### src/rtl/reclock_sched_pkg.sv
`default_nettype none
// ============================================================================
//  Module      : reclock_sched_pkg
//  Description : Shared types and limits for the reclocking update scheduler.
//  Revision    : 1.0 - initial release
// ============================================================================
package reclock_sched_pkg;

    // Scheduler FSM states
    typedef enum logic [1:0] {
        IDLE = 2'd0,
        LOAD = 2'd1,
        HOLD = 2'd2,
        ACK  = 2'd3
    } state_t;

    // Supported parameter limits
    localparam int MAX_REQ  = 8;
    localparam int MAX_HOLD = 15;

endpackage
`default_nettype wire

### src/rtl/reclock_update_sched_rr_arbiter.sv
`default_nettype none
// ============================================================================
//  Module      : rr_arbiter
//  Description : Round-robin arbiter. The search starts at the pointer and
//                wraps; the pointer moves past the winner only on advance.
//  Revision    : 1.0 - initial release
// ============================================================================
module rr_arbiter #(
    parameter int  NUM_REQ = 2,
    localparam int IDX_W   = (NUM_REQ > 1) ? $clog2(NUM_REQ) : 1
) (
    input  logic               clk,
    input  logic               rstb,
    input  logic [NUM_REQ-1:0] req,
    input  logic               advance,
    output logic               grant_valid,
    output logic [IDX_W-1:0]   grant_idx
);

    logic [IDX_W-1:0] ptr;
    logic             found;
    int               j;

    assign grant_valid = |req;

    // First requester at or after the pointer, wrapping modulo NUM_REQ
    always_comb begin
        grant_idx = ptr;
        found     = 1'b0;
        j         = 0;
        for (int k = 0; k < NUM_REQ; k++) begin
            j = int'(ptr) + k;
            if (j >= NUM_REQ) begin
                j = j - NUM_REQ;
            end
            if (!found && req[j]) begin
                found     = 1'b1;
                grant_idx = IDX_W'(j);
            end
        end
    end

    // Pointer moves just past the winner so it becomes lowest priority
    always_ff @(posedge clk or negedge rstb) begin
        if (!rstb) begin
            ptr <= '0;
        end else if (advance) begin
            ptr <= (grant_idx == IDX_W'(NUM_REQ - 1)) ? '0 : grant_idx + 1'b1;
        end
    end

endmodule
`default_nettype wire

### src/rtl/reclock_update_sched.sv
`default_nettype none
// ============================================================================
//  Module      : reclock_update_sched
//  Description : Schedules requester updates into a shared reclocking bank:
//                one enable pulse with stable data, a hold gap, then a
//                one-cycle acknowledge to the served requester.
//  Revision    : 1.0 - initial release
// ============================================================================
module reclock_update_sched
    import reclock_sched_pkg::*;
#(
    parameter int  NUM_REQ     = 2,
    parameter int  WIDTH       = 8,
    parameter int  HOLD_CYCLES = 2,
    localparam int IDX_W       = (NUM_REQ > 1) ? $clog2(NUM_REQ) : 1
) (
    input  logic                     clk,
    input  logic                     rstb,
    input  logic [NUM_REQ-1:0]       req,
    input  logic [NUM_REQ*WIDTH-1:0] req_data,
    output logic [NUM_REQ-1:0]       ack,
    output logic                     ena,
    output logic [WIDTH-1:0]         data_out,
    output logic [IDX_W-1:0]         grant_id,
    output logic                     busy
);

    // Counter only ever holds HOLD_CYCLES-1 down to 0
    localparam int CNT_W     = (HOLD_CYCLES > 0) ? $clog2(HOLD_CYCLES + 1) : 1;
    localparam int HOLD_LOAD = (HOLD_CYCLES > 0) ? HOLD_CYCLES - 1 : 0;

    state_t             state;
    logic [CNT_W-1:0]   hold_cnt;
    logic               grant_valid;
    logic [IDX_W-1:0]   grant_idx;
    logic               advance;
    logic [NUM_REQ-1:0] ack_dec;

    // Requests are only looked at while idle
    assign advance = (state == IDLE) && grant_valid;

    rr_arbiter #(
        .NUM_REQ (NUM_REQ)
    ) u_arb (
        .clk         (clk),
        .rstb        (rstb),
        .req         (req),
        .advance     (advance),
        .grant_valid (grant_valid),
        .grant_idx   (grant_idx)
    );

    // One-hot of the registered grant, used to register the ack pulse
    always_comb begin
        ack_dec = '0;
        for (int i = 0; i < NUM_REQ; i++) begin
            ack_dec[i] = (grant_id == IDX_W'(i));
        end
    end

    // Scheduler FSM with registered outputs
    always_ff @(posedge clk or negedge rstb) begin
        if (!rstb) begin
            state    <= IDLE;
            hold_cnt <= '0;
            ena      <= 1'b0;
            ack      <= '0;
            data_out <= '0;
            grant_id <= '0;
            busy     <= 1'b0;
        end else begin
            ena <= 1'b0;
            ack <= '0;
            case (state)
                IDLE: begin
                    if (grant_valid) begin
                        state    <= LOAD;
                        ena      <= 1'b1;
                        busy     <= 1'b1;
                        grant_id <= grant_idx;
                        data_out <= req_data[grant_idx*WIDTH +: WIDTH];
                    end
                end
                LOAD: begin
                    if (HOLD_CYCLES > 0) begin
                        state    <= HOLD;
                        hold_cnt <= CNT_W'(HOLD_LOAD);
                    end else begin
                        state <= ACK;
                        ack   <= ack_dec;
                    end
                end
                HOLD: begin
                    if (hold_cnt == '0) begin
                        state <= ACK;
                        ack   <= ack_dec;
                    end else begin
                        hold_cnt <= hold_cnt - CNT_W'(1);
                    end
                end
                ACK: begin
                    state <= IDLE;
                    busy  <= 1'b0;
                end
                default: begin
                    state <= IDLE;
                    busy  <= 1'b0;
                end
            endcase
        end
    end

endmodule
`default_nettype wire

### config.mk
export PLATFORM = sky130hd
export DESIGN_NAME = reclock_update_sched
export DESIGN_NICKNAME = d
export VERILOG_FILES = /design/src/rtl/reclock_sched_pkg.sv /design/src/rtl/reclock_update_sched_rr_arbiter.sv /design/src/rtl/reclock_update_sched.sv
export SDC_FILE = /design/constraint.sdc
export NUM_CORES = 1
export LEC_CHECK = 0
export CAP_MARGIN = 20
export CORE_MARGIN = 2
export CORE_UTILIZATION = 39
export CTS_CLUSTER_SIZE = 25
export DETAILED_ROUTE_END_ITERATION = 6
export PLACE_DENSITY_LB_ADDON = 0.15
export SETUP_SLACK_MARGIN = 0.05
export SYNTH_ARGS = -nofsm -noshare
export SYNTH_HDL_FRONTEND = slang
export SYNTH_HIERARCHICAL = 1
export SYNTH_SLANG_ARGS = --single-unit
### constraint.sdc
create_clock -name clk -period 1.85 [get_ports clk]
set_clock_uncertainty 0.15 [all_clocks]
set_input_delay 0.37 -clock clk [delete_from_list [all_inputs] [get_ports clk]]
set_output_delay 0.37 -clock clk [all_outputs]
set_load 0.005 [all_outputs]
==> results of run 1 <==
## power by group through the flow
| stage | Sequential (uW) | Combinational [uW] | Clock, uW |
|---|---|---|---|
| after floorplan | 685 | 615 | 0 |
| after global placement | 687 | 954 | 0 |
| after detailed placement | 689 | 979 | 0 |
| after CTS | 681 | 986 | 251 |
| after global routing | 698 | 1130 | 269 |
| final | 675 | 1010 | 239 |
## layout by cell type (no fill, tap or decap), drive strengths merged, types with 2 or more instances in the layout
cell           count
mux2               3
nor2              11
a21oi             10
clkdlybuf4s50     32
clkbuf             4
ha                 7
nand2              3
mux2i             12
buf                7
inv                7
dfrtp             18
and3               2
## registers in the layout, indices dropped and copies added, names as in the netlist
signal,count
grant_id,1
busy,1
ack,2
state,2
u_arb/ptr,1
data_out,8
hold_cnt,2
ena,1
## through the flow
stage	hold WS (ps)	instance area, um2
after floorplan	-75.6	945
after detailed placement	355	1300
final	245	1350
after CTS	248	1340
after global placement	355	1300
after global routing	262	1350
## routing by layer
layer,vias up,wire length [um],track usage
met5,-,0,0
met4,0,8,0.0256
li1,362,-,-
met2,27,848,0.261
met1,334,757,0.182
met3,2,172,0.0537
## what timing repair did
action | CTS | global route
setup endpoints to repair | 1 | 2
buffers inserted | 0 | 2
hold buffers | 0 | 0
gates resized for setup | 1 | 1
## critical path: cells and delay by family, from the launching register on
kind                     cells  cell delay (ps)
adder cells (fa/ha/maj)      1              210
AO/OA/AOI/OAI                1              130
buffers and inverters        1              120
AND/OR/NAND/NOR              2              580
flip-flops                   1              440
## kinds of logic (layout without fill, tap and decap cells)
family / after synthesis / count (layout) / synth area share
simple gates: 21 / 21 / 0.114
fa+ha+maj: 7 / 7 / 0.0927
buf+inv: 10 / 50 / 0.0662
flops: 18 / 18 / 0.477
mux: 15 / 15 / 0.171
compound gates: 13 / 13 / 0.0795
## final timing paths
path / startpoint / endpoint / slack [ps] / cells past startpoint
min: rstb / u_arb/ptr$_DFFE_PN0P_ / 240 / 2
max: state[1]$_DFFE_PN0P_ / u_arb/ptr$_DFFE_PN0P_ / 130 / 5
max reg2reg: state[1]$_DFFE_PN0P_ / u_arb/ptr$_DFFE_PN0P_ / 130 / 5
max in group asynchronous: rstb / hold_cnt[0]$_DFFE_PN0P_ / 1110 / 2
min reg2reg: data_out[2]$_DFFE_PN0P_ / data_out[2]$_DFFE_PN0P_ / 380 / 2
min in group clk: data_out[2]$_DFFE_PN0P_ / data_out[2]$_DFFE_PN0P_ / 380 / 2
## cell type report
cell class | count | area [um2]
Multi-Input combinational cell | 56 | 433
Fill cell | 205 | 901
Clock buffer | 4 | 36.3
Tap cell | 28 | 35.0
Sequential cell | 18 | 450
Inverter | 7 | 26.3
Timing Repair Buffer | 39 | 373
==> impl_metrics.json, run 1 <==
{
  "status": "finished clean",
  "synth_area_leader_cell": "dfrtp_1",
  "die-area_um2": 2830,
  "vias": 725,
  "synth_common_cells": "dfrtp_1, mux2i_1, nor2_1, a21oi_1",
  "fin_util": 0.600,
  "final_nets": 152,
  "ys_ff_latch": 18,
  "start_kind": "register",
  "power_density_nw_per_um2": 1420,
  "drive_above_1_share": 0.161,
  "yosysTopAreaCellShare": 0.477,
  "p_switching_uw": 636,
  "cts_root_buffer": "clkbuf_4",
  "worst_pin_slew_ps": 226,
  "synth_area_um2": 945,
  "synth_cells": 84,
  "layoutNonFillerInstCount": 152,
  "routabilityCongestion": 0.718,
  "path_clk_slew_ps": 100,
  "dp_slack_ps": -118,
  "grt_max_degree": 19,
  "dr.pass1.iters": 4,
  "dp_hpwl_um": 1370,
  "core_area_um2": 2250,
  "path_max_fanout": 6,
  "cp-end-kind": "register",
  "die_h_um": 53.2,
  "synth.avg_cell_area_um2": 11.2,
  "antenna_found_initial": 0,
  "maxSlewHeadroom": 0.849,
  "hold_path_class": "input pin to asynchronous set/reset pin",
  "drv_slew": 0,
  "h-tree-depth": 1,
  "setup_ws_ps": 129,
  "path_cells": "inv_1 -> ha_1 -> and2_2 -> or3b_1 -> a21oi_1",
  "io-pin-count": 33,
  "rows": 17,
  "p_int_uw": 1280,
  "place_inst": 146,
  "diodes": 0,
  "ys_warn_count": 6,
  "ys_top_cells_by_area": "dfrtp_1, mux2i_1, ha_1",
  "fmax_mhz": 581,
  "synth_edf_count": 0,
  "finalSetupViolCount": 0,
  "cts_buffers": 3,
  "ys.flop_type": "dfrtp_1",
  "rsz0062_at_grt": "true",
  "first_iter_violations": 4,
  "max_stage_delay_ps": 440,
  "die-width_um": 53.2,
  "first_global_vias": 723,
  "swShare": 0.331,
  "path_class": "register to register",
  "syn2layout_area_growth_pct": 43.3,
  "insertion_delay_ps": 290,
  "yosysMostFrequentCell": "dfrtp_1",
  "power_frac_clock": 0.124,
  "cts_tree": "done",
  "cp.arrival_ps": 1790,
  "power_frac_comb": 0.524,
  "clockBufferDepth": 2,
  "p_seq_frac": 0.351,
  "hold_violations": 0,
  "finalPower_uw": 1920,
  "drt-total-wl_um": 1790,
  "synth_nets": 111,
  "ant_nets": 0,
  "ys_seq_area_frac": 0.477,
  "async_flop_share": 1.00,
  "worstPathRequired_ps": 1920,
  "period_share": 0.931,
  "p_leak_uw": 0.000644,
  "cts_sinks": 18,
  "grtUsageTotal": 0.152,
  "vdd_drop_max_mv": 0.882,
  "vias_per_cell": 4.77,
  "finalSetupTns_ps": 0,
  "drcViolationCount": 0,
  "max_cap_violations": 0,
  "start_util": 0.419,
  "critPathSlowestCell": "dfrtp_1",
  "synthDistinctLibCells": 23,
  "routedWlPerCell_um": 11.8,
  "overflow": 0,
  "fin_crit_ps": 1720,
  "grt_pass1_wl_um": 3130,
  "io_buffers": 32
}
(Power assumes the default switching activity.)
==> run 2: changes to the inputs <==
- GPL_ROUTABILITY_DRIVEN: unset -> 0
- RECOVER_POWER: unset -> 25
==> run 2 against run 1 <==
Against the previous run:
- total power barely moved
- clock power about the same
- maximum frequency is essentially flat
- sequential cell count is the same
- global-route usage is the same
- highest routed layer unchanged
==> impl_metrics.json, run 2 (synthesis results as in run 1) <==
{
  "r2r_cells": 5,
  "finalSetupTns_ps": 0,
  "die_h_um": 53.2,
  "period_share": 0.931,
  "antenna_found_initial": 0,
  "fmax_mhz": 581,
  "path_clk_slew_ps": 100,
  "max_stage_delay_ps": 440,
  "grtUsageMet2": 0.261,
  "finalSetupViolCount": 0,
  "dp_slack_ps": -118,
  "final_common_cell": "clkdlybuf4s50_1",
  "status": "finished clean",
  "first_global_vias": 723,
  "holdPathEnd": "data_out[2]$_DFFE_PN0P_",
  "vias_per_cell": 4.76,
  "grt_max_degree": 19,
  "core_area_um2": 2250,
  "finalPower_uw": 1920,
  "drt-total-wl_um": 1790,
  "vdd_drop_max_mv": 0.882,
  "grtUsageTotal": 0.152,
  "drive_above_1_share": 0.153,
  "drv_slew": 0,
  "die-area_um2": 2830,
  "layoutNonFillerInstCount": 152,
  "holdPathStages": 2,
  "worstPathRequired_ps": 1920,
  "layout_common_cells": "clkdlybuf4s50_1, dfrtp_1, mux2i_1",
  "fill_cells": 206,
  "worst_pin_slew_ps": 941,
  "start_kind": "register",
  "cp.arrival_ps": 1790,
  "grt_pass1_wl_um": 3130,
  "max_cap_violations": 0,
  "path_class": "register to register",
  "hold_path_class": "register to register",
  "fin_crit_ps": 1720,
  "first_iter_violations": 3,
  "path_max_fanout": 6,
  "seq_area_um2": 450,
  "power_density_nw_per_um2": 1420,
  "cts_sinks": 18,
  "cts_buffers": 3,
  "cts_tree": "done",
  "met1_usage": 0.182,
  "start_util": 0.419,
  "placed_area_um2": 1300,
  "rows": 17,
  "reg2reg_from": "state[1]$_DFFE_PN0P_",
  "rrSetupSlack_ps": 130,
  "busiest_layer": "met2",
  "io-pin-count": 33,
  "largest_reg_flops": 8,
  "setup_ws_ps": 129,
  "top_register": "data_out",
  "diodes": 0,
  "ant_nets": 0,
  "p_leak_uw": 0.000641,
  "place_inst": 146,
  "fin_area_um2": 1350,
  "cts_root_buffer": "clkbuf_4",
  "use_met3": 0.0537,
  "syn2layout_area_growth_pct": 42.9,
  "path_cells": "inv_1 -> ha_1 -> and2_2 -> or3b_1 -> a21oi_1",
  "h-tree-depth": 1,
  "dp_hpwl_um": 1370,
  "worstPathBufferInverterCount": 1,
  "min_from": "data_out[2]$_DFFE_PN0P_",
  "multi_input_area_um2": 433,
  "final_nets": 152,
  "overflow": 0,
  "clockBufferDepth": 2,
  "hold_violations": 0,
  "maxSlewHeadroom": 0.373,
  "r2r_end": "u_arb/ptr$_DFFE_PN0P_",
  "critical_path.top_delay_family": "simple AND/OR/NAND/NOR gates",
  "critPathSlowestCell": "dfrtp_1",
  "rsz0062_at_grt": "true",
  "vias": 724,
  "io_buffers": 32,
  "drcViolationCount": 0,
  "insertion_delay_ps": 290,
  "cp-end-kind": "register",
  "die-width_um": 53.2,
  "dr.pass1.iters": 4,
  "routedWlPerCell_um": 11.8
}
## run 2: cell types whose count changed in the layout (fill, tap and decap cells not counted), sizes merged
| cell | before | now |
|---|---|---|
| dlygate4sd3 | 0 | 1 |
| buf | 7 | 6 |
| clkbuf | 4 | 5 |
| clkdlybuf4s50 | 32 | 31 |
## run 2: worst reg2reg max path, stage by stage, from the launching register on
cell and delay [ps]:
dfrtp_1 440, inv_1 120, ha_1 220, and2_2 220, or3b_1 360, a21oi_1 140
## run 2: worst max path at each step
stage	endpoint	cells after the start	slack [ps]	start
6_report	u_arb/ptr$_DFFE_PN0P_	5	130	state[1]$_DFFE_PN0P_
5_1_grt	u_arb/ptr$_DFFE_PN0P_	5	30	state[1]$_DFFE_PN0P_
4_1_cts	grant_id	1	70	grant_id$_DFFE_PN0P_
3_5_place_dp	data_out[4]$_DFFE_PN0P_	6	-120	req[0]
3_3_place_gp	data_out[6]$_DFFE_PN0P_	6	-70	req[0]
2_1_floorplan	u_arb/ptr$_DFFE_PN0P_	7	90	state[0]$_DFFE_PN0P_
## run 2: through the flow
stage,hold slack (ps),util
3_5_place_dp,355,0.577
2_1_floorplan,-75.6,-
6_report,384,0.599
5_1_grt,422,0.599
3_3_place_gp,355,0.577
4_1_cts,248,0.594
## run 2: report_power, final
part           total (uW)  internal [uW]  switching (uW)
combinational        1010            594             411
sequential            675            570             105
clock                 239            120             119
## run 2: timing repair
action / 4_1_cts / 5_1_grt
hold endpoints to repair: 0 / 0
setup buffers: 0 / 2
hold buffers: 0 / 0
resized for setup: 1 / 1
endpoints found under the setup margin: 1 / 2
## run 2: cell type report
class                      instances  share of cell area
clock buffer                       4              0.0269
timing repair buffer              39               0.273
sequential                        18               0.334
multi-input combinational         56               0.321
inverter                           7              0.0195
tap                               28              0.0260
## run 2: metal layers
layer | vias up | wire (um)
li1 | 362 | -
met1 | 333 | 757
met2 | 27 | 848
met3 | 2 | 172
met4 | 0 | 8
met5 | - | 0
==> run 3: changes to the inputs <==
- HOLD_SLACK_MARGIN: unset -> 0.1
==> results of run 3 <==
Same layout as run 2: the final DEF is identical, and so are final timing and power.
